### src/rtl/viterbi_frame_ctrl_if.sv
// Frame-level handshake and enable bundle between the PS frame buffer, the
// Viterbi frame controller and the slice / ACS / traceback stages.
interface viterbi_frame_ctrl_if #(
    parameter int STEPS_W = 7
);
    logic               i_frame_valid;
    logic               o_frame_ready;
    logic               i_code_rate;
    logic               o_code_rate;
    logic               o_en_s;
    logic               i_ood;
    logic               o_en_acs;
    logic               o_en_tb;
    logic [STEPS_W-1:0] o_steps;
    logic               o_busy;
    logic               o_done;
    logic               i_ack;
    logic               i_abort;
    logic               o_err;

    modport master (
        output i_frame_valid, i_code_rate, i_ood, i_ack, i_abort,
        input  o_frame_ready, o_code_rate, o_en_s, o_en_acs, o_en_tb,
               o_steps, o_busy, o_done, o_err
    );

    modport slave (
        input  i_frame_valid, i_code_rate, i_ood, i_ack, i_abort,
        output o_frame_ready, o_code_rate, o_en_s, o_en_acs, o_en_tb,
               o_steps, o_busy, o_done, o_err
    );
endinterface

### src/rtl/viterbi_frame_ctrl.sv
// Viterbi frame sequencer: slicer -> delayed ACS -> traceback -> done/ack.
// Optional slice timeout with ERR state is enabled by defining VITERBI_CTRL_TIMEOUT_EN.
module viterbi_frame_ctrl #(
    parameter int PIPE_DELAY = 2,
    parameter int TB_DEPTH   = 16,
    parameter int MAX_STEPS  = 69
) (
    input  logic                 clk,
    input  logic                 rst_n,
    viterbi_frame_ctrl_if.slave  bus
);
    localparam int STEPS_W = $clog2(MAX_STEPS + 1);
    localparam int TB_W    = (TB_DEPTH > 1) ? $clog2(TB_DEPTH) : 1;
    localparam logic [STEPS_W-1:0] MAX_CNT = STEPS_W'(MAX_STEPS);
    localparam logic [TB_W-1:0]    TB_LAST = TB_W'(TB_DEPTH - 1);

    typedef enum logic [2:0] {
        IDLE,
        SLICE,
        DRAIN,
        TRACE,
        DONE
`ifdef VITERBI_CTRL_TIMEOUT_EN
        , ERR
`endif
    } state_t;

    state_t                state_q;
    logic                  frame_ready_q;
    logic                  code_rate_q;
    logic                  en_s_q;
    logic                  en_tb_q;
    logic                  busy_q;
    logic                  done_q;
    logic [PIPE_DELAY-1:0] pipe_q;
    logic [PIPE_DELAY-1:0] pipe_d;
    logic [STEPS_W-1:0]    step_cnt_q;
    logic [STEPS_W-1:0]    step_cnt_d;
    logic [STEPS_W-1:0]    steps_q;
    logic [TB_W-1:0]       tb_cnt_q;
`ifdef VITERBI_CTRL_TIMEOUT_EN
    logic                  err_q;
`endif

    // Enable pipe toward the ACS stage: bit 0 takes the slicer enable.
    assign pipe_d[0] = en_s_q;
    generate
        for (genvar gi = 1; gi < PIPE_DELAY; gi++) begin : g_pipe
            assign pipe_d[gi] = pipe_q[gi-1];
        end
    endgenerate

    // Saturating increment so the step counter can never wrap.
    assign step_cnt_d = (step_cnt_q == MAX_CNT) ? MAX_CNT : step_cnt_q + STEPS_W'(1);

    always_ff @(posedge clk or negedge rst_n) begin
        if (!rst_n) begin
            state_q       <= IDLE;
            frame_ready_q <= 1'b0;
            code_rate_q   <= 1'b0;
            en_s_q        <= 1'b0;
            en_tb_q       <= 1'b0;
            busy_q        <= 1'b0;
            done_q        <= 1'b0;
            pipe_q        <= '0;
            step_cnt_q    <= '0;
            steps_q       <= '0;
            tb_cnt_q      <= '0;
`ifdef VITERBI_CTRL_TIMEOUT_EN
            err_q         <= 1'b0;
`endif
        end else begin
            pipe_q <= pipe_d;
            if (bus.i_abort) begin
                state_q       <= IDLE;
                frame_ready_q <= 1'b1;
                busy_q        <= 1'b0;
                en_s_q        <= 1'b0;
                en_tb_q       <= 1'b0;
                done_q        <= 1'b0;
                pipe_q        <= '0;
                step_cnt_q    <= '0;
                tb_cnt_q      <= '0;
`ifdef VITERBI_CTRL_TIMEOUT_EN
                err_q         <= 1'b0;
`endif
            end else begin
                case (state_q)
                    IDLE: begin
                        frame_ready_q <= 1'b1;
                        if (bus.i_frame_valid && frame_ready_q) begin
                            code_rate_q   <= bus.i_code_rate;
                            step_cnt_q    <= '0;
                            frame_ready_q <= 1'b0;
                            busy_q        <= 1'b1;
                            en_s_q        <= 1'b1;
                            state_q       <= SLICE;
                        end
                    end
                    SLICE: begin
                        step_cnt_q <= step_cnt_d;
                        if (bus.i_ood) begin
                            steps_q <= step_cnt_d;
                            en_s_q  <= 1'b0;
                            state_q <= DRAIN;
                        end
`ifdef VITERBI_CTRL_TIMEOUT_EN
                        else if (step_cnt_d == MAX_CNT) begin
                            steps_q <= MAX_CNT;
                            en_s_q  <= 1'b0;
                            err_q   <= 1'b1;
                            state_q <= ERR;
                        end
`endif
                    end
                    DRAIN: begin
                        // Leave once the final ACS-enable cycle is the current one.
                        if (pipe_d == '0) begin
                            en_tb_q  <= 1'b1;
                            tb_cnt_q <= '0;
                            state_q  <= TRACE;
                        end
                    end
                    TRACE: begin
                        if (tb_cnt_q == TB_LAST) begin
                            en_tb_q <= 1'b0;
                            done_q  <= 1'b1;
                            state_q <= DONE;
                        end else begin
                            tb_cnt_q <= tb_cnt_q + TB_W'(1);
                        end
                    end
                    DONE: begin
                        if (bus.i_ack) begin
                            done_q        <= 1'b0;
                            busy_q        <= 1'b0;
                            frame_ready_q <= 1'b1;
                            state_q       <= IDLE;
                        end
                    end
`ifdef VITERBI_CTRL_TIMEOUT_EN
                    ERR: begin
                        if (bus.i_ack) begin
                            err_q         <= 1'b0;
                            busy_q        <= 1'b0;
                            frame_ready_q <= 1'b1;
                            state_q       <= IDLE;
                        end
                    end
`endif
                    default: state_q <= IDLE;
                endcase
            end
        end
    end

    assign bus.o_frame_ready = frame_ready_q;
    assign bus.o_code_rate   = code_rate_q;
    assign bus.o_en_s        = en_s_q;
    assign bus.o_en_acs      = pipe_q[PIPE_DELAY-1];
    assign bus.o_en_tb       = en_tb_q;
    assign bus.o_steps       = steps_q;
    assign bus.o_busy        = busy_q;
    assign bus.o_done        = done_q;
`ifdef VITERBI_CTRL_TIMEOUT_EN
    assign bus.o_err         = err_q;
`else
    assign bus.o_err         = 1'b0;
`endif
endmodule

### src/flat_wrapper.sv
// flat-port wrapper written by rule: the top's interface ports become plain ports
module viterbi_frame_ctrl_flat 
#(
    parameter int PIPE_DELAY = 2,
    parameter int TB_DEPTH   = 16,
    parameter int MAX_STEPS  = 69
)
  (clk, rst_n, bus_i_frame_valid, bus_i_code_rate, bus_i_ood, bus_i_ack, bus_i_abort, bus_o_frame_ready, bus_o_code_rate, bus_o_en_s, bus_o_en_acs, bus_o_en_tb, bus_o_steps, bus_o_busy, bus_o_done, bus_o_err);
  viterbi_frame_ctrl_if #(.STEPS_W(7)) bus_i ();
  input  logic clk;
  input  logic rst_n;
  input wire logic [$bits(bus_i.i_frame_valid)-1:0] bus_i_frame_valid;
  input wire logic [$bits(bus_i.i_code_rate)-1:0] bus_i_code_rate;
  input wire logic [$bits(bus_i.i_ood)-1:0] bus_i_ood;
  input wire logic [$bits(bus_i.i_ack)-1:0] bus_i_ack;
  input wire logic [$bits(bus_i.i_abort)-1:0] bus_i_abort;
  output wire logic [$bits(bus_i.o_frame_ready)-1:0] bus_o_frame_ready;
  output wire logic [$bits(bus_i.o_code_rate)-1:0] bus_o_code_rate;
  output wire logic [$bits(bus_i.o_en_s)-1:0] bus_o_en_s;
  output wire logic [$bits(bus_i.o_en_acs)-1:0] bus_o_en_acs;
  output wire logic [$bits(bus_i.o_en_tb)-1:0] bus_o_en_tb;
  output wire logic [$bits(bus_i.o_steps)-1:0] bus_o_steps;
  output wire logic [$bits(bus_i.o_busy)-1:0] bus_o_busy;
  output wire logic [$bits(bus_i.o_done)-1:0] bus_o_done;
  output wire logic [$bits(bus_i.o_err)-1:0] bus_o_err;
  assign bus_i.i_frame_valid = bus_i_frame_valid;
  assign bus_i.i_code_rate = bus_i_code_rate;
  assign bus_i.i_ood = bus_i_ood;
  assign bus_i.i_ack = bus_i_ack;
  assign bus_i.i_abort = bus_i_abort;
  assign bus_o_frame_ready = bus_i.o_frame_ready;
  assign bus_o_code_rate = bus_i.o_code_rate;
  assign bus_o_en_s = bus_i.o_en_s;
  assign bus_o_en_acs = bus_i.o_en_acs;
  assign bus_o_en_tb = bus_i.o_en_tb;
  assign bus_o_steps = bus_i.o_steps;
  assign bus_o_busy = bus_i.o_busy;
  assign bus_o_done = bus_i.o_done;
  assign bus_o_err = bus_i.o_err;
  viterbi_frame_ctrl #(.PIPE_DELAY(PIPE_DELAY), .TB_DEPTH(TB_DEPTH), .MAX_STEPS(MAX_STEPS)) u_core (.clk(clk), .rst_n(rst_n), .bus(bus_i));
endmodule
### config.mk
export PLATFORM = sky130hd
export DESIGN_NAME = viterbi_frame_ctrl_flat
export DESIGN_NICKNAME = d
export VERILOG_FILES = /design/src/rtl/viterbi_frame_ctrl_if.sv /design/src/rtl/viterbi_frame_ctrl.sv /design/src/flat_wrapper.sv
export SDC_FILE = /design/constraint.sdc
export NUM_CORES = 1
export LEC_CHECK = 0
export ABC_AREA = 1
export CAP_MARGIN = 20
export CORE_MARGIN = 2
export CORE_UTILIZATION = 48
export DETAILED_ROUTE_END_ITERATION = 8
export HOLD_SLACK_MARGIN = 0.06
export PLACE_DENSITY = 0.73
export SLEW_MARGIN = 20
export SYNTH_ARGS = -nofsm -noshare
export SYNTH_HDL_FRONTEND = slang
export SYNTH_SLANG_ARGS = --single-unit
export TNS_END_PERCENT = 20
### constraint.sdc
create_clock -name clk -period 1.4 [get_ports clk]
set_clock_uncertainty 0.1 [all_clocks]
set_input_delay 0.35 -clock clk [delete_from_list [all_inputs] [get_ports clk]]
set_output_delay 0.35 -clock clk [all_outputs]
set_load 0.02 [all_outputs]
# --- Word-level counts from Yosys, hierarchy flattened ---
# Index checks and enable logic that the tools add are counted.
# Widths: inputs -> output; s select.
word_totals:
  reg_bits: 29
  latchBits: 0
  ramBits: 0
  rom_bits: 0
  n_memories: 0
classes:
  addsub: 2
  n_mul: 0
  n_div: 0
  magnitude_cmp: 0
  eq_ne: 12
  n_shift: 0
  n_mux: 34
  bitwise: 1
  n_reduce_logical: 17
op_table:
  columns: ["operator", "n"]
  rows:
  - ["$mux 7", 3]
  - ["$reduce_and 3->1", 7]
  - ["$mux 3", 6]
  - ["$pmux 3 s5", 1]
  - ["$pmux 7 s2", 1]
  - ["$mux 1", 13]
  - ["$mux 4", 3]
  - ["$reduce_bool 3->1", 4]
  - ["$pmux 1 s2", 5]
  - ["$ne 3x2->1 const B", 3]
  - ["$ne 3x3->1 const B", 3]
  - ["$pmux 4 s2", 1]
  - ["$add 7x1->7 const B", 1]
  - ["$eq 7x7->1 const B", 1]
  - ["$eq 3x2->1 const B", 2]
  - ["$reduce_and 5->1", 1]
  - ["$add 4x1->4 const B", 1]
  - ["$eq 4x4->1 const B", 1]
  - ["$reduce_and 2->1", 2]
  - ["$eq 3x1->1 const B", 1]
  - ["$eq 3x3->1 const B", 1]
  - ["$logic_not 3->1", 1]
  - ["$logic_not 2->1", 1]
  - ["$mux 2", 1]
  - ["2 further kinds", 2]

# --- Depth between registers and ports, before layout ---
# Gate-level depths: netlist (run 1).
depth:
  depth_word: 4
  mapped_depth: 8

# --- Least setup slack after synthesis (run 1) ---
# OpenSTA, ideal clock, no wires.
synth_timing:
  path_type: "register to register"
  startpoint: "register u_core.step_cnt_q[0]"
  endpoint: "register u_core.step_cnt_q[2]"
  setup_ns: 0.127
  t_arrival_ns: 1.170
  path_slack_ns: 0.002
  path_stages_with_launch: 5
  n_path_buf: 0
  period_less_slack_ns: 1.398
  cell_sequence: "dfrtp_1 ha_1 or2_2 a21oi_1 o21ai_0"
synth_via:
  elab_chain_cells: 4
  elab_cells_between_ends: 5
  cone_classes: "add/sub (1); eq/ne (1); mux (3)"
synth_rtl:
  columns: ["element", "line_no", "text"]
  rows:
  - ["from (decl)", "viterbi_frame_ctrl.sv:37", "logic [STEPS_W-1:0] step_cnt_q;"]
  - ["from (signal assigned)", "viterbi_frame_ctrl.sv:101", "step_cnt_q <= step_cnt_d;"]
  - ["$add 7x1->7 or $eq 7x7->1 (tied branches)", "viterbi_frame_ctrl.sv:54", "assign step_cnt_d = (step_cnt_q == MAX_CNT) ? MAX_CNT : step_cnt_q + STEPS_W'(1);"]
  - ["$mux 7 (*)", "viterbi_frame_ctrl.sv:54", null]
  - ["$pmux 7 s2 (*)", "viterbi_frame_ctrl.sv:88", "case (state_q)"]
  - ["$mux 7 (*)", "viterbi_frame_ctrl.sv:74", "if (bus.i_abort) begin"]
# Every way passes the cells marked *; elsewhere a longest branch is shown, timed or not.
# A chain may end at the register's enable or synchronous reset.

# --- Worst setup path after layout (run 1) ---
layout_timing:
  startpoint: "register u_core.en_s_q, in the netlist u_core.bus.o_en_s"
  endpoint: "output bus_o_en_s"
layout_rtl:
  columns: ["element", "line_no", "text"]
  rows:
  - ["from (decl)", "viterbi_frame_ctrl.sv:31", "logic en_s_q;"]
  - ["from (signal assigned)", "viterbi_frame_ctrl.sv:61", "en_s_q <= 1'b0;"]
  - ["from (signal assigned)", "viterbi_frame_ctrl.sv:78", "en_s_q <= 1'b0;"]
  - ["from (signal assigned)", "viterbi_frame_ctrl.sv:96", "en_s_q <= 1'b1;"]
  - ["to (decl)", "flat_wrapper.sv:19", "output wire logic [$bits(bus_i.o_en_s)-1:0] bus_o_en_s;"]
# No word-level cell between the ends.

==> results of run 1 <==
registers in the layout, indices dropped and copies added, names as in the netlist, 2 cells and up:
name,count
u_core.step_cnt_q,7
u_core.tb_cnt_q,4
u_core.pipe_q,2
u_core.bus.o_steps,7
u_core.state_q,3
power groups by stage:
| stage | sequential, uW | combinational, uW | clock (uW) |
|---|---|---|---|
| floorplan | 1240 | 439 | 0 |
| global placement | 1110 | 1020 | 0 |
| detailed placement | 1120 | 1040 | 0 |
| CTS | 1100 | 969 | 533 |
| global route | 1150 | 1230 | 562 |
| finish | 1130 | 1120 | 511 |
logic make-up after synthesis:
family,after synthesis,synth area share
compound gates,23,0.0846
fa+ha+maj,3,0.0246
buf+inv,25,0.0698
flops,29,0.476
other cells,1,0.00246
simple gates,117,0.342
timing repair:
item | 4_1_cts | 5_1_grt
endpoints found under the setup margin | 40 | 28
setup buffers | 0 | 3
pin swaps | 2 | 5
gates resized for setup | 63 | 38
hold buffers | 0 | 0
per-stage QoR:
| stage | instances | power [uW] | instance area, um2 | worst slack [ns] |
|---|---|---|---|---|
| after CTS | 284 | 2600 | 1900 | -0.00157 |
| after floorplan | 198 | 1680 | 1520 | 0.00245 |
| after global placement | 277 | 2130 | 1900 | -0.418 |
| after global routing | 287 | 2950 | 2030 | -0.105 |
| after detailed placement | 277 | 2150 | 1900 | -0.468 |
| final | 287 | 2760 | 2030 | 0.0134 |
layer usage:
| layer | wire [um] | vias to the layer above |
|---|---|---|
| li1 | - | 719 |
| met1 | 1720 | 657 |
| met2 | 1600 | 28 |
| met3 | 157 | 7 |
| met4 | 70 | 0 |
| met5 | 0 | - |
cell usage after synthesis, drive strengths merged:
| cell type | n |
|---|---|
| nand2 | 66 |
| dfrtp | 29 |
| nor2 | 23 |
| inv | 22 |
| nand3 | 20 |
| o21ai | 19 |
| nand4 | 5 |
| a21oi | 3 |
| ha | 3 |
| or2 | 3 |
| buf | 2 |
| clkbuf | 1 |
| conb | 1 |
| o21a | 1 |
worst min path at each step:
stage | to | start
2_1_floorplan | u_core.bus.o_busy | rst_n
3_3_place_gp | u_core.bus.o_busy | u_core.bus.o_busy
3_5_place_dp | u_core.bus.o_busy | u_core.bus.o_busy
4_1_cts | u_core.bus.o_busy | rst_n
5_1_grt | u_core.bus.o_busy | rst_n
6_report | u_core.bus.o_busy | rst_n
cell type report:
class	count	area, um2
Clock buffer	7	55.1
Fill cell	275	995
Inverter	22	87.6
Multi-Input combinational cell	144	801
Sequential cell	29	729
Tap cell	44	55.1
Timing Repair Buffer	41	305
==> flow_summary.toml, run 1 <==
[global_route]
busiest_layer = "met1"
grt_pass1_vias = 1267
met1_usage = 0.309
antenna_found_initial = 0
grt_usage = 0.214
met3_usage = 0.0640
grt_max_degree = 30
gr-usage-met2 = 0.297
gr-total-overflow = 0
grt_pass1_wl_um = 5660

[worst_setup_path]
crit_family = "flip-flops"
critPathRequiredTime_ns = 0.95
crit_cells = 1
end_kind = "output port"
cp_max_fo = 4
path_cells = "buf_6"
slowest_stage = "dfrtp_1"
reg2reg_depth = 7
crit_end = "bus_o_en_s"
reg2reg_from = "u_core.state_q[1]"
cpPeakStageDelay_ns = 0.45
critPathBufInv = 1
cp-start-kind = "flip-flop"
crit_start = "u_core.bus.o_en_s"
cp.arrival_ns = 0.94
r2r_setup_slack_ns = 0.02
crit_type = "reg2out"
r2r-end = "u_core.bus.o_steps[5]"

[finish]
mostFrequentLayoutCells = "nand2_1, dfrtp_1, buf_4"
mostFrequentLayoutCell = "nand2_1"
fin_nets = 253
antenna_cells = 0
final_util = 0.671
areaGrowthSynthToFinish_pct = 33.4
layout-drive-gt1-share = 0.333

[placement]
dp_hpwl_um = 2450
gp_congestion = 0.872
numPortBuffers = 20

[die]
core-area_um2 = 3030
io_pins = 22
fp.dieH_um = 60.3
die_w_um = 60.3
dieArea_um2 = 3640
start_util = 0.503
rows = 20

[logic_synthesis]
yosysTopAreaCell = "dfrtp_1"
syn_nets = 208
synth-seq-cells = 29
synth.distinct_cells = 22
syn-cell-area_um2 = 1520
yosys-top-cells-area = "dfrtp_1, nand2_1, nand3_1, nor2_1, o21ai_0"
netlist_instances = 198
ys_seq_area_frac = 0.476
ys_warn_count = 0
synth.top_cell.area_share = 0.476
synth.avg_cell_area_um2 = 7.70

[clock_tree]
numCtsBuffers = 5
clockBufferDepth = 2
cts_sinks = 29
cts_root_buffer = "clkbuf_4"
clk_pin_slew_worst_paths_ns = 0.09
htree_levels = 2
tritoncts = "built"
insertion_delay_ns = 0.33

[sta]
finalCriticalPeriod_ns = 1.39
slew_viol_final = 0
fmax_ghz = 0.721
final.period_utilization = 0.990
setup_viol = 0
hold_violations = 0
hold_ws_ns = 0.271
tns_ns = 0
rsz0062_at_grt = "yes"

[outcome]
status = "finished, final reports clean"

[detailed_routing]
detail-route-antenna-nets = 0
vias = 1411
wirelength_um = 3550
wl_per_cell_um = 12.4
drt_iter0_markers = 116
vias_per_cell = 4.92
first_pass_iters = 4
drc = 0

[pwr]
combPwrFrac = 0.405
switchingPower_uw = 1070
p_int_uw = 1680
swShare = 0.389
leakagePower_uw = 0.00105
sequentialPowerShare = 0.410
ir_drop_v = 0.000996
power_frac_clock = 0.185
power_density_nw_per_um2 = 1360

[job]
maxCapViolCount = 0

[worst_hold_path]
hold_class = "in2async"
Power figures use the tool's default switching activity.
==> run 2, diff against run 1 <==
CORE_MARGIN = not set   (was 2)
==> run 2 against run 1 <==
The flow now finishes with violations (setup timing). Cell area decreased by 1.7%. Sequential share of layout area rose by 0.54 points. Clock power down 2%. Via count is 3.3% higher. Hold slack improved by 0.0056 ns. Critical path depth grew 4. Flip-flop and latch count unchanged. Count of clock-buffer cells in the layout down 2. Non-clock buffer count is 1 lower. Worst setup slack got worse by 0.034 ns. Routed wire length is 3.6% higher. Cell count unchanged.
==> flow_summary.toml, run 2 (same netlist as run 1, synthesis figures left out) <==
[detailed_routing]
vias = 1458
vias_per_cell = 5.08
drt_iter0_markers = 86
detail-route-antenna-nets = 0
drc = 0
wl_per_cell_um = 12.8
first_pass_iters = 4
wirelength_um = 3680

[clock_tree]
numCtsBuffers = 5
htree_levels = 2
clk_pin_slew_worst_paths_ns = 0.10
tritoncts = "built"
cts_root_buffer = "clkbuf_4"
clockBufferDepth = 2
insertion_delay_ns = 0.32
cts_sinks = 29
postCtsHoldBufs = 0

[sta]
setup_slack_ns = -0.0205
setup_viol = 1
hold_violations = 0
rsz0062_at_grt = "yes"
slew_viol_final = 0
hold_ws_ns = 0.276
finalCriticalPeriod_ns = 1.42
final.period_utilization = 1.01
fmax_ghz = 0.704

[global_route]
grt_pass1_vias = 1427
grt_max_degree = 30
gr-total-overflow = 0
antenna_found_initial = 0
grt_pass1_wl_um = 5950
grt_usage = 0.233

[worst_hold_path]
hold_class = "in2async"

[die]
start_util = 0.503
fp.dieH_um = 58.3
core-area_um2 = 3030
rows = 20
die_w_um = 58.3
dieArea_um2 = 3400
io_pins = 22

[pwr]
power_frac_clock = 0.186
power_density_nw_per_um2 = 1350
switchingPower_uw = 1090
leakagePower_uw = 0.00104
p_int_uw = 1620
combPwrFrac = 0.405
sequentialPowerShare = 0.410
ir_drop_v = 0.000880
swShare = 0.402

[finish]
mostFrequentLayoutCells = "nand2_1, dfrtp_1, inv_1"
n_fill_cell = 252
layout-drive-gt1-share = 0.313
mostFrequentLayoutCell = "nand2_1"
antenna_cells = 0
areaGrowthSynthToFinish_pct = 31.2
fin_nets = 252

[worst_setup_path]
end_kind = "flip-flop"
cp.arrival_ns = 1.54
cp-start-kind = "flip-flop"
cp_max_fo = 4
critPathRequiredTime_ns = 1.52
crit_type = "reg2reg"

[placement]
dp_hpwl_um = 2480
gp_congestion = 0.841
place_ws_ns = -0.493
numPortBuffers = 20

[job]
maxCapViolCount = 0

[outcome]
status = "finished with violations"
violations = "setup timing"
[run 2: power groups by stage]
stage | clock network [uW] | logic, uW | registers [uW]
2_1_floorplan | 0 | 439 | 1240
3_3_place_gp | 0 | 1060 | 1100
3_5_place_dp | 0 | 1080 | 1110
4_1_cts | 518 | 1010 | 1090
5_1_grt | 562 | 1200 | 1130
6_report | 503 | 1100 | 1110
[run 2: final cells by class]
| class | count | area, um2 | area share |
|---|---|---|---|
| clock buffer | 5 | 37.5 | 0.0188 |
| clock inverter | 3 | 17.5 | 0.00876 |
| inverter | 22 | 85.1 | 0.0426 |
| multi-input combinational | 144 | 774 | 0.387 |
| sequential | 29 | 728 | 0.364 |
| tap | 44 | 55.1 | 0.0275 |
| timing repair buffer | 40 | 302 | 0.151 |
[run 2: repair_timing]
action	CTS	global route
setup buffers	0	1
resized for setup	60	32
setup endpoints to repair	41	28
pin swaps	1	9
[run 2: per-stage QoR]
stage                     cells  total power [uW]   util  instance area (um2)  TNS, ns
final                       287              2710  0.660                 2000  -0.0205
after global routing        287              2880  0.660                 2000   -0.902
after CTS                   286              2620  0.630                 1910  -0.0668
after detailed placement    278              2190  0.631                 1910   -12.32
after global placement      278              2160  0.631                 1910   -10.84
after floorplan             198              1680      -                 1520        0
[run 2: critical path, stage by stage (launching register included)]
cell and delay [ns]:
dfrtp_1 0.45, nor2_2 0.23, nand2_1 0.08, nor2_1 0.17, nor2_1 0.10, o21a_1 0.18
[run 2: final timing paths]
check / start / slack, ns / to / cells after the start
min reg2reg: u_core.bus.o_steps[3] / 0.38 / u_core.bus.o_steps[3] / 2
max in group asynchronous: rst_n / 0.75 / u_core.state_q[0] / 2
max reg2reg: u_core.state_q[1] / -0.02 / u_core.bus.o_frame_ready / 5
min in group clk: u_core.bus.o_steps[3] / 0.38 / u_core.bus.o_steps[3] / 2
max: u_core.state_q[1] / -0.02 / u_core.bus.o_frame_ready / 5
min: rst_n / 0.28 / u_core.tb_cnt_q[3] / 2
[run 2: routing by layer]
| metal | up-vias | routed length, um | global-route usage |
|---|---|---|---|
| met5 | - | 0 | 0 |
| met4 | 0 | 62 | 0.0952 |
| met3 | 8 | 266 | 0.0703 |
| met2 | 57 | 1780 | 0.368 |
| met1 | 673 | 1560 | 0.300 |
| li1 | 720 | - | - |
==> run 3, diff against run 2 <==
CORE_MARGIN = 3   (was not set)
MAX_ROUTING_LAYER = met4   (was not set)
==> run 3 against run 2 <==
The flow still finishes with violations (setup timing). Sequential share of layout area increased by 0.99 points. Die area up 14%. Routed wire length decreased by 5.6%. Flip-flop and latch count stayed put. First-iteration DRC count increased by 10%. Cell count down 0.70%. Cell area shrank 2.8%. Utilization up 0.96 points. Count of clock-buffer cells in the layout increased by 1. Critical path depth rose by 2. Critical path type unchanged. Critical endpoint is now u_core.step_cnt_q[6]. Largest cell class is now registers. Largest power group unchanged.
==> flow_summary.toml, run 3 (same netlist as run 1, synthesis figures left out) <==
[clock_tree]
htree_levels = 2
cts_sinks = 29
clk_pin_slew_worst_paths_ns = 0.10
numCtsBuffers = 5
cts_root_buffer = "clkbuf_4"
postCtsHoldBufs = 0
tritoncts = "built"
insertion_delay_ns = 0.34
cts_setup_buffers = 0
clockBufferDepth = 2

[detailed_routing]
wl_per_cell_um = 12.2
first_pass_iters = 4
drc = 0
drt_iter0_markers = 95
vias = 1417
detail-route-antenna-nets = 0
vias_per_cell = 4.97
wirelength_um = 3470

[placement]
numPortBuffers = 20
gp_congestion = 0.869
post-place-cells = 277
place_ws_ns = -0.485
dp_hpwl_um = 2640
dpl-instance-area_um2 = 1920

[die]
io_pins = 22
core-area_um2 = 2900
start_util = 0.525
dieArea_um2 = 3890
die_w_um = 62.3
rows = 19
fp.dieH_um = 62.3

[worst_hold_path]
hold_class = "in2async"

[finish]
areaGrowthSynthToFinish_pct = 27.5
mostFrequentLayoutCell = "nand2_1"
layout-drive-gt1-share = 0.280
antenna_cells = 0
fin_nets = 252
design_area_um2 = 1940
mostFrequentLayoutCells = "nand2_1, dfrtp_1, inv_1"
n_fill_cell = 262
layout.cells.non_filler = 285

[worst_setup_path]
end_kind = "flip-flop"
crit_type = "reg2reg"
reg2reg_from = "u_core.step_cnt_q[0]"
cp_max_fo = 4
reg2reg_depth = 7
cp-start-kind = "flip-flop"
crit_start = "u_core.step_cnt_q[0]"
cp.arrival_ns = 1.54
r2r-end = "u_core.step_cnt_q[6]"
r2r_setup_slack_ns = -0.01
critPathRequiredTime_ns = 1.53

[sta]
hold_ws_ns = 0.269
setup_viol = 2
hold_violations = 0
slew_viol_final = 0
fmax_ghz = 0.708
final.period_utilization = 1.01
rsz0062_at_grt = "yes"
finalCriticalPeriod_ns = 1.41
setup_slack_ns = -0.0131

[global_route]
grt_pass1_wl_um = 6100
grt_max_degree = 30
antenna_found_initial = 0
gr-total-overflow = 0
grt_pass1_vias = 1360
grt_usage = 0.204

[pwr]
ir_drop_v = 0.00116
p_int_uw = 1610
combPwrFrac = 0.406
sequentialPowerShare = 0.408
leakagePower_uw = 0.00104
switchingPower_uw = 1030
power_frac_clock = 0.186
swShare = 0.390
power_density_nw_per_um2 = 1360

[job]
maxCapViolCount = 0

[outcome]
violations = "setup timing"
status = "finished with violations"
## run 3: final cells by class
type                    count  area [um2]  share of cell area
clock buffers               6        41.3              0.0212
clock inverters             2        10.0             0.00515
inverters                  22        85.1              0.0438
multi-input cells         144         726               0.373
flip-flops and latches     29         727               0.374
well taps                  42        52.6              0.0270
repair buffers             40         302               0.155
## run 3: per-layer routing
layer,GRT usage,vias up,wire length (um),part of all wire
li1,-,717,-,-
met1,0.263,641,1660,0.48
met2,0.301,51,1510,0.43
met3,0.0685,8,248,0.071
met4,0.0744,0,57,0.016
met5,-,-,0,0
## run 3: timing repair
action	in CTS	in global routing
resized for setup	62	18
gates cloned	0	0
pin swaps	0	3
setup endpoints to repair	36	28
## run 3: power groups by stage
stage / registers, uW / clock network [uW] / logic [uW]
2_1_floorplan: 1240 / 0 / 439
3_3_place_gp: 1090 / 0 / 1110
3_5_place_dp: 1090 / 0 / 1130
4_1_cts: 1070 / 508 / 1040
5_1_grt: 1090 / 561 / 1180
6_report: 1080 / 491 / 1070
## run 3: critical path, cell delays in order, from the launching register on
cell     delay (ns)
dfrtp_1        0.40
ha_2           0.21
buf_6          0.09
nand4_1        0.14
o21ai_1        0.18
nand2_2        0.07
nand2_1        0.07
nand2_1        0.05
## run 3: metrics by stage
step / utilization / total power, uW / TNS (ns)
5_1_grt: 0.670 / 2830 / -0.849
2_1_floorplan: - / 1680 / 0
4_1_cts: 0.659 / 2620 / -0.0363
3_5_place_dp: 0.660 / 2220 / -11.11
3_3_place_gp: 0.660 / 2200 / -10.29
6_report: 0.670 / 2640 / -0.0181
## run 3: how the worst max path moves through the flow
stage	slack [ns]	endpoint	depth (start not counted)
after floorplan	0.002	u_core.step_cnt_q[2]	4
after global placement	-0.46	u_core.bus.o_done	6
after detailed placement	-0.48	u_core.tb_cnt_q[0]	8
after CTS	-0.03	bus_o_en_acs	1
after global routing	-0.13	u_core.tb_cnt_q[3]	8
final	-0.01	u_core.step_cnt_q[6]	7
